[src/rtl/ex_pkg.sv]
// Shared definitions for the execute-stage condition logic: ARM condition codes
// and bit positions inside the NZCV flag word and the flag-write-enable field.
package ex_pkg;

    typedef enum logic [3:0] {
        EQ = 4'b0000,
        NE = 4'b0001,
        CS = 4'b0010,
        CC = 4'b0011,
        MI = 4'b0100,
        PL = 4'b0101,
        VS = 4'b0110,
        VC = 4'b0111,
        HI = 4'b1000,
        LS = 4'b1001,
        GE = 4'b1010,
        LT = 4'b1011,
        GT = 4'b1100,
        LE = 4'b1101,
        AL = 4'b1110,
        NV = 4'b1111
    } cond_e;

    localparam int FLAG_N = 3;
    localparam int FLAG_Z = 2;
    localparam int FLAG_C = 1;
    localparam int FLAG_V = 0;

    localparam int FWE_NZ = 2;
    localparam int FWE_C  = 1;
    localparam int FWE_V  = 0;

endpackage

[src/rtl/ex_cond_stage_cond_check.sv]
// Pure combinational ARM condition evaluator; also intended for the branch unit.
module cond_check (
    input  logic [3:0] cond,
    input  logic [3:0] flags,
    output logic       pass
);
    import ex_pkg::*;

    logic n;
    logic z;
    logic c;
    logic v;

    assign n = flags[FLAG_N];
    assign z = flags[FLAG_Z];
    assign c = flags[FLAG_C];
    assign v = flags[FLAG_V];

    // NV is deliberately treated as always-pass rather than never-execute.
    always_comb begin
        pass = 1'b1;
        case (cond_e'(cond))
            EQ:      pass = z;
            NE:      pass = ~z;
            CS:      pass = c;
            CC:      pass = ~c;
            MI:      pass = n;
            PL:      pass = ~n;
            VS:      pass = v;
            VC:      pass = ~v;
            HI:      pass = c & ~z;
            LS:      pass = ~c | z;
            GE:      pass = (n == v);
            LT:      pass = (n != v);
            GT:      pass = ~z & (n == v);
            LE:      pass = z | (n != v);
            default: pass = 1'b1;
        endcase
    end

endmodule

[src/rtl/ex_cond_stage.sv]
// Condition stage between execute and memory: owns the NZCV register, gates
// writes by the condition field and registers one instruction toward memory.
module ex_cond_stage #(
    parameter int DW = 32,
    parameter int RW = 4
) (
    input  logic          clk,
    input  logic          rst_n,
    input  logic          in_valid,
    output logic          in_ready,
    input  logic [3:0]    in_cond,
    input  logic [DW-1:0] in_result,
    input  logic [3:0]    in_flags,
    input  logic [2:0]    in_flag_we,
    input  logic          in_reg_we,
    input  logic          in_mem_we,
    input  logic [RW-1:0] in_wa,
    input  logic [DW-1:0] in_wdata,
    input  logic          flush,
    output logic          out_valid,
    input  logic          out_ready,
    output logic [DW-1:0] out_result,
    output logic [DW-1:0] out_wdata,
    output logic [RW-1:0] out_wa,
    output logic          out_reg_we,
    output logic          out_mem_we,
    output logic          out_pass,
    output logic [3:0]    flags_q,
    output logic          prev_c
);
    import ex_pkg::*;

    logic pass;
    logic accept;

    // Conditions see only flags committed by older instructions, never in_flags.
    cond_check u_cond_check (
        .cond  (in_cond),
        .flags (flags_q),
        .pass  (pass)
    );

    assign in_ready = ~out_valid | out_ready;
    assign accept   = in_valid & in_ready & ~flush;
    assign prev_c   = flags_q[FLAG_C];

    always_ff @(posedge clk or negedge rst_n) begin
        if (!rst_n) begin
            flags_q <= 4'b0000;
        end else if (accept && pass) begin
            if (in_flag_we[FWE_NZ]) begin
                flags_q[FLAG_N] <= in_flags[FLAG_N];
                flags_q[FLAG_Z] <= in_flags[FLAG_Z];
            end
            if (in_flag_we[FWE_C]) begin
                flags_q[FLAG_C] <= in_flags[FLAG_C];
            end
            if (in_flag_we[FWE_V]) begin
                flags_q[FLAG_V] <= in_flags[FLAG_V];
            end
        end
    end

    // Flush wins over accept and drain; failed conditions still travel as bubbles.
    always_ff @(posedge clk or negedge rst_n) begin
        if (!rst_n) begin
            out_valid  <= 1'b0;
            out_reg_we <= 1'b0;
            out_mem_we <= 1'b0;
            out_pass   <= 1'b0;
            out_result <= '0;
            out_wdata  <= '0;
            out_wa     <= '0;
        end else if (flush) begin
            out_valid  <= 1'b0;
            out_reg_we <= 1'b0;
            out_mem_we <= 1'b0;
        end else if (accept) begin
            out_valid  <= 1'b1;
            out_reg_we <= in_reg_we & pass;
            out_mem_we <= in_mem_we & pass;
            out_pass   <= pass;
            out_result <= in_result;
            out_wdata  <= in_wdata;
            out_wa     <= in_wa;
        end else if (out_valid && out_ready) begin
            out_valid <= 1'b0;
        end
    end

endmodule

[config.mk]
export PLATFORM = sky130hd
export DESIGN_NAME = ex_cond_stage
export DESIGN_NICKNAME = d
export VERILOG_FILES = /design/src/rtl/ex_pkg.sv /design/src/rtl/ex_cond_stage_cond_check.sv /design/src/rtl/ex_cond_stage.sv
export SDC_FILE = /design/constraint.sdc
export NUM_CORES = 1
export LEC_CHECK = 0
export CELL_PAD_IN_SITES_DETAIL_PLACEMENT = 1
export CELL_PAD_IN_SITES_GLOBAL_PLACEMENT = 2
export CORE_AREA = 5 5 118 120
export DETAILED_ROUTE_END_ITERATION = 6
export DIE_AREA = 0 0 123 125
export PLACE_DENSITY = 0.86
export SLEW_MARGIN = 10
export SYNTH_ARGS = -nofsm -noshare
export SYNTH_HDL_FRONTEND = slang
export SYNTH_SLANG_ARGS = --single-unit
export TNS_END_PERCENT = 5
[constraint.sdc]
create_clock -name clk -period 2.5 [get_ports clk]
set_input_delay 0.25 -clock clk [delete_from_list [all_inputs] [get_ports clk]]
set_output_delay 0.25 -clock clk [all_outputs]
set_load 0.02 [all_outputs]
; After elaboration in Yosys (flattened, before gate mapping)
; Index checks and enable logic that the tools add are counted.
[op_classes]
mux = 8
bitwise_logic = 15
n_eq_ne = 15
n_reduce_logical = 9
[ops]
columns = op, count
row1 = $eq A4 B4 Y1 const B, 6
row2 = $eq A4 B3 Y1 const B, 4
row3 = $pmux W1 S14, 1
row4 = $eq A4 B2 Y1 const B, 2
row5 = $reduce_and A2 Y1, 4
row6 = $mux W1, 7
row7 = $and A1 B1 Y1, 6
row8 = $not A1 Y1, 6
row9 = $eq A4 B1 Y1 const B, 1
row10 = $logic_not A4 Y1, 1
row11 = $or A1 B1 Y1, 3
row12 = $reduce_bool A3 Y1, 1
row13 = $logic_and A1 B1 Y1, 2
row14 = $reduce_bool A2 Y1, 1
row15 = $eq A1 B1 Y1, 1
row16 = $ne A1 B1 Y1, 1
[totals]
out_inout_bits = 78
ff_bits = 76
wordCells = 57

; Logic depth before layout (Yosys ltp)
; Gate-level depths: netlist of run 1.
[logic_depth]
ltp_word = 6
depth_mapped = 5
ltp_nobuf = 5

; Modules after synthesis
; Synthesis of run 1 repeated with hierarchy kept, for this count alone.
[unflattened]
cells_unflattened = 199
area_unflattened_um2 = 3136.8
[modules_own_cells]
columns = mod, n_inst, area_per_inst_um2, cells_each
row1 = ex_cond_stage, 1, 2971.6, 176
row2 = cond_check, 1, 165.2, 23

; Worst setup path before layout of run 1
; Ideal clock, no wire load.
[synth_timing]
path_type = register -> register
startpoint = reg flags_q[2]
endpoint = reg flags_q[2]
slack_ns = 0.323
n_path_buf = 0
period_less_slack_ns = 2.177
t_required_ns = 2.375
t_arrival_ns = 2.053
stages_incl_launch_ff = 6
path_cell_list = dfrtp_1 > or4b_4 > and4b_1 > a2111o_1 > nand3_1 > mux2_2
[synth_via]
elab_chain_len = 5
word_cells_on_any_way = 8
classes_between = mux (1) / bitwise (5) / reduce/logical (2)
[synth_rtl]
columns = item, line
row1 = "start, declared", ex_cond_stage.sv:28  ; output logic [3:0] flags_q,
row2 = "start signal, assigned by index", ex_cond_stage.sv:52  ; flags_q[FLAG_N] <= in_flags[FLAG_N];
row3 = "start signal, assigned by index", ex_cond_stage.sv:53  ; flags_q[FLAG_Z] <= in_flags[FLAG_Z];
row4 = "start signal, assigned by index", ex_cond_stage.sv:56  ; flags_q[FLAG_C] <= in_flags[FLAG_C];
row5 = $not A1 Y1, "ex_cond_stage_cond_check.sv:24, ex_cond_stage_cond_check.sv:31, ex_cond_stage_cond_check.sv:35"
row6 = "$and A1 B1 Y1, on equally long branches", "ex_cond_stage_cond_check.sv:35, ex_cond_stage_cond_check.sv:31"
row7 = $pmux W1 S14 *, ex_cond_stage_cond_check.sv:22  ; case (cond_e'(cond))
row8 = $logic_and A1 B1 Y1 *, ex_cond_stage.sv:50  ; end else if (accept && pass) begin
row9 = $reduce_and A2 Y1 (no line) *, -
; Mark *: on every way between the ends. The rest lies on a longest branch, timed or not.
; A chain may end at the register's enable or synchronous reset.

; Worst setup path in the final report of run 1
[layout_timing]
startpoint = reg flags_q[3]
endpoint = reg flags_q[2]
[layout_via]
elab_chain_len = 5
word_cells_on_any_way = 8
classes_between = eq/ne (2) / mux (1) / bitwise (3) / reduce/logical (2)
[layout_rtl]
columns = item, line
row1 = $ne A1 B1 Y1 / $eq A1 B1 Y1 (equally long branches), -
row2 = $or A1 B1 Y1 / $and A1 B1 Y1 (equally long branches), "ex_cond_stage_cond_check.sv:36, ex_cond_stage_cond_check.sv:35"
row3 = $pmux W1 S14 *, ex_cond_stage_cond_check.sv:22
row4 = $logic_and A1 B1 Y1 *, ex_cond_stage.sv:50
row5 = $reduce_and A2 Y1 (no line) *, -
; Marks and branches as above.

==> results of run 1 <==
[synthesized netlist by cell type, types with 2 or more instances]
library cell	number
nand2_1	2
mux2_2	72
nand2b_1	2
clkbuf_1	5
a22o_1	2
a21oi_1	2
dfrtp_1	76
inv_1	3
nand3_1	3
nand3b_1	3
[final cells by class]
type                            count  area share (%)
Multi-Input combinational cell    100            20.1
Tap cell                          176            4.30
Clock inverter                      4           0.928
Sequential cell                    76            37.1
Inverter                            3           0.220
Timing Repair Buffer              165            32.3
Clock buffer                       12            5.00
[per-stage QoR]
step	total power (W)	hold slack (ns)	cell area, um2	utilization (%)
floorplan	0.00220	-0.0456	2980	-
global placement	0.00289	0.464	4820	37.4
detailed placement	0.00293	0.476	4820	37.4
CTS	0.00430	0.120	5120	39.8
global route	0.00443	0.154	5120	39.8
finish	0.00421	0.0864	5120	39.8
[flip-flops by register name, indices dropped and copies added, names as in the netlist]
register,count
out_result,32
out_wdata,32
flags_q,4
out_wa,4
out_mem_we,1
out_pass,1
out_reg_we,1
out_valid,1
[cells by family after synthesis]
family / Yosys count / synth area share (%)
flip-flops: 76 / 63.8
multiplexers: 73 / 27.6
AND/OR/NAND/NOR: 17 / 3.95
buffers and inverters: 11 / 1.55
AO/OA/AOI/OAI: 8 / 2.06
XOR/XNOR: 2 / 1.05
[power by group]
| part | switching, W | internal (W) | total (W) |
|---|---|---|---|
| Clock | 0.000493 | 0.000824 | 0.00132 |
| Combinational | 0.000567 | 0.000725 | 0.00129 |
| Sequential | 0.000144 | 0.00145 | 0.00160 |
[routing by layer]
layer	share of wire, %	wire length (um)	vias up	global-route usage, %
met4	2.0	173	0	5.34
met5	0	0	-	0
met3	12	1000	12	6.05
met2	47	4100	109	18.3
met1	39	3390	1110	13.0
li1	-	-	1003	-
[how the worst max path moves through the flow]
stage | to | startpoint | slack, ns
6_report | flags_q[2]$_DFFE_PN0P_ | flags_q[3]$_DFFE_PN0P_ | 0.26
5_1_grt | flags_q[3]$_DFFE_PN0P_ | flags_q[3]$_DFFE_PN0P_ | 0.20
4_1_cts | flags_q[3]$_DFFE_PN0P_ | flags_q[3]$_DFFE_PN0P_ | 0.27
3_5_place_dp | flags_q[3]$_DFFE_PN0P_ | in_cond[3] | 0.04
3_3_place_gp | flags_q[2]$_DFFE_PN0P_ | in_cond[3] | 0.09
2_1_floorplan | flags_q[2]$_DFFE_PN0P_ | flags_q[2]$_DFFE_PN0P_ | 0.32
[critical path, cell delays in order, from the launching register on]
cell and delay [ns]:
dfrtp_1 0.45, or4b_4 0.55, and4b_1 0.22, a2111o_1 0.41, nand3_1 0.15, mux2_2 0.34
==> reports/qor.yml, run 1 <==
rows: 42
vias_per_cell: 4.17
grt-ovfl-total: 0
wl_per_cell_um: 16.2
nets: 441
dp_slack_ns: 0.0391
synth_area_leaders: "dfrtp_1 64%, mux2_2 27%, nand3b_1 0.76%"
clock_sinks: 76
tightest_slew_ns: 0.962
h-tree-depth: 3
clk_pin_slew_ns: 0.06
fmax_mhz: 447
rsz0062_at_grt: "no"
async_flop_share_pct: 100
max_slew_margin_pct: 35.8
start_kind: "flip-flop"
ant_nets: 0
track_usage_pct: 11.6
die_w_um: 123
fin_crit_sh_pct: 89.5
multiInputGateArea_um2: 1030
clk_path_buf_depth: 2
seq_area_um2: 1900
slew_violations: 0
portBuffers: 163
start_util_pct: 23.1
ctsHoldBuffers: 0
final_cell_mix: "162 x clkdlybuf4s50_1, 76 x dfrtp_1, 72 x mux2_2"
path_class: "reg2reg"
ys_seq_area_share_pct: 63.8
fillers: 1361
drtPass1Iterations: 4
place_congestion: 0.792
ios: 164
tns_ns: 0
crit_path_end_kind: "flip-flop"
p_leak_nw: 2.11
dp_hpwl_um: 6300
grt_max_degree: 77
r2r_start: "flags_q[3]$_DFFE_PN0P_"
core_um2: 12900
ir_worst_vdd_uv: 358
worstPathRequired_ns: 2.71
syn_to_final_growth_pct: 72.0
cts_tree: "yes"
antenna_found_initial: 0
wl_um: 8660
arrival_ns: 2.45
mostFrequentLayoutCell: "clkdlybuf4s50_1"
p_per_area_nw_per_um2: 821
stdcell_count: 536
crit_fanout: 6
synth_area_um2: 2980
drc: 0
synth_warnings: 0
dp_cells: 520
grt_pass1_vias: 2679
cts_root_buffer: "clkbuf_16"
postCtsSetupRepairBufs: 0
antennaDiodeCount: 0
dieArea_um2: 15400
vias: 2234
setup_ws_ns: 0.263
setup_viol: 0
finalHoldViolations: 0
layout-drive-gt1-share_pct: 25.6
synth_flop_cell: "dfrtp_1"
ys_types: 27
grt_pass1_wl_um: 13800
clk-insertion-delay-late_ns: 0.33
synthCells: 187
status: "complete, no violations"
synth_area_per_cell_um2: 15.9
min_period_ns: 2.24
ys_ff_latch: 76
r2r_cells: 5
synth_edf_count: 0
rrSetupSlack_ns: 0.26
netlist.area_leader.share_pct: 63.8
yosysTopAreaCell: "dfrtp_1"
timing.rr.end: "flags_q[2]$_DFFE_PN0P_"
cts_buffers: 9
max-cap-violations: 0
syn-num-nets: 273
skew_ns: 0.00586
min_path_type: "in2async"
drtIter0Drc: 51
die_h_um: 125
cts_resized: 0
(Power assumes the default switching activity.)
==> run 2, diff against run 1 <==
--- a/constraint.sdc
+++ b/constraint.sdc
@@ -3,2 +3,2 @@
 set_output_delay 0.25 -clock clk [all_outputs]
-set_load 0.02 [all_outputs]
+set_load 0.005 [all_outputs]
==> results of run 2 <==
The final DEF is identical to that of run 1. Status: complete, no violations.
Among the figures that moved: total power 0.00421 W -> 0.00393 W; worst IR drop on VDD 358 uV -> 317 uV
==> run 3, diff against run 2 <==
- CORE_AREA: 5 5 118 120 -> 5 5 114 116
- DIE_AREA: 0 0 123 125 -> 0 0 119 121
- PLACE_DENSITY: 0.86 -> 0.91
- clock period: 2.5 -> 2.7 ns (I/O delays scaled with it)
==> reports/qor.yml, run 3 (synthesis gave the netlist of run 1 again) <==
drtPass1Iterations: 4
grt_pass1_vias: 2609
max_slew_margin_pct: 33.8
fmax_mhz: 453
nets: 440
worstPathRequired_ns: 2.91
drc: 0
h-tree-depth: 3
clk_path_buf_depth: 2
final_cell_mix: "162 x clkdlybuf4s50_1, 76 x dfrtp_1, 72 x mux2_2"
ant_nets: 0
dieArea_um2: 14400
p_per_area_nw_per_um2: 743
grt-ovfl-total: 0
vias_per_cell: 4.35
track_usage_pct: 12.1
ios: 164
path_class: "in2reg"
cts_buffers: 9
start_util_pct: 25.2
finalHoldViolations: 0
core_um2: 11800
ctsHoldBuffers: 0
cts_root_buffer: "clkbuf_16"
place_congestion: 0.794
critPathLaunch: "in_cond[3]"
rsz0062_at_grt: "no"
slew_violations: 0
drtIter0Drc: 68
rows: 40
r2r_start: "flags_q[3]$_DFFE_PN0P_"
cts_resized: 0
cts_tree: "yes"
whs_ns: 0.106
vias: 2207
tightest_slew_ns: 0.993
clk-insertion-delay-late_ns: 0.33
crit_path_end_kind: "flip-flop"
clk_pin_slew_ns: 0.06
ir_worst_vdd_uv: 310
die_w_um: 119
postCtsSetupRepairBufs: 0
multiInputGateArea_um2: 1030
die_h_um: 121
min_period_ns: 2.21
mostFrequentLayoutCell: "clkdlybuf4s50_1"
syn_to_final_growth_pct: 72.2
grt_pass1_wl_um: 13600
portBuffers: 163
max-cap-violations: 0
fillers: 1223
p_leak_nw: 2.13
fin_crit_sh_pct: 81.7
layout-drive-gt1-share_pct: 25.3
grt_max_degree: 77
start_kind: "primary input"
seq_area_um2: 1900
tns_ns: 0
min_path_type: "in2async"
clock_sinks: 76
antenna_found_initial: 1
wl_per_cell_um: 16.9
arrival_ns: 2.42
setup_ws_ns: 0.493
crit_fanout: 6
status: "complete, no violations"
wl_um: 8560
setup_viol: 0
skew_ns: 0.00368
reg.largest.list: "out_result x32, out_wdata x32"
dp_slack_ns: 0.137
dp_hpwl_um: 6410
run 3: power breakdown:
part           total [W]  switching [W]  leakage, nW  internal (W)
sequential       0.00148       0.000130        0.899       0.00135
combinational   0.000936       0.000269         1.05      0.000667
clock            0.00140       0.000451        0.173      0.000952
run 3: layer usage:
layer	share of wire, %	global-route usage, %	vias up
met5	0	0	-
met3	9.9	6.01	9
li1	-	-	1002
met1	39	13.2	1093
met4	1.5	4.49	0
met2	50	20.1	103
run 3: path summary, 6_finish.rpt:
check / to / slack (ns) / cells past startpoint
min in group clk: out_wa[2]$_DFFE_PN0P_ / 0.50 / 1
setup reg to reg: flags_q[2]$_DFFE_PN0P_ / 0.50 / 5
max in group asynchronous: out_result[14]$_DFFE_PN0P_ / 1.94 / 1
setup / recovery: flags_q[2]$_DFFE_PN0P_ / 0.49 / 6
hold reg to reg: out_wa[2]$_DFFE_PN0P_ / 0.50 / 1
hold / removal: out_wdata[3]$_DFFE_PN0P_ / 0.11 / 1
run 3: area by class of cell:
class / instances / share of cell area [%]
inverter: 3 / 0.219
clock buffer: 12 / 5.00
timing repair buffer: 164 / 32.1
sequential: 76 / 37.1
antenna: 1 / 0.0488
tap: 147 / 3.58
clock inverter: 4 / 1.85
multi-input combinational: 100 / 20.1
run 3: critical path, stage by stage:
cell	delay [ns]
clkdlybuf4s50_1	0.56
or4b_4	0.49
and4b_1	0.22
a2111o_1	0.40
nand3_1	0.14
mux2_2	0.34
run 3: metrics by stage:
step | std cells | power [W] | utilization, % | area, um2
global placement | 490 | 0.00242 | 40.4 | 4780
global route | 507 | 0.00402 | 43.4 | 5130
detailed placement | 490 | 0.00245 | 40.4 | 4780
CTS | 506 | 0.00389 | 43.4 | 5130
finish | 507 | 0.00381 | 43.4 | 5130
floorplan | 187 | 0.00179 | - | 2980
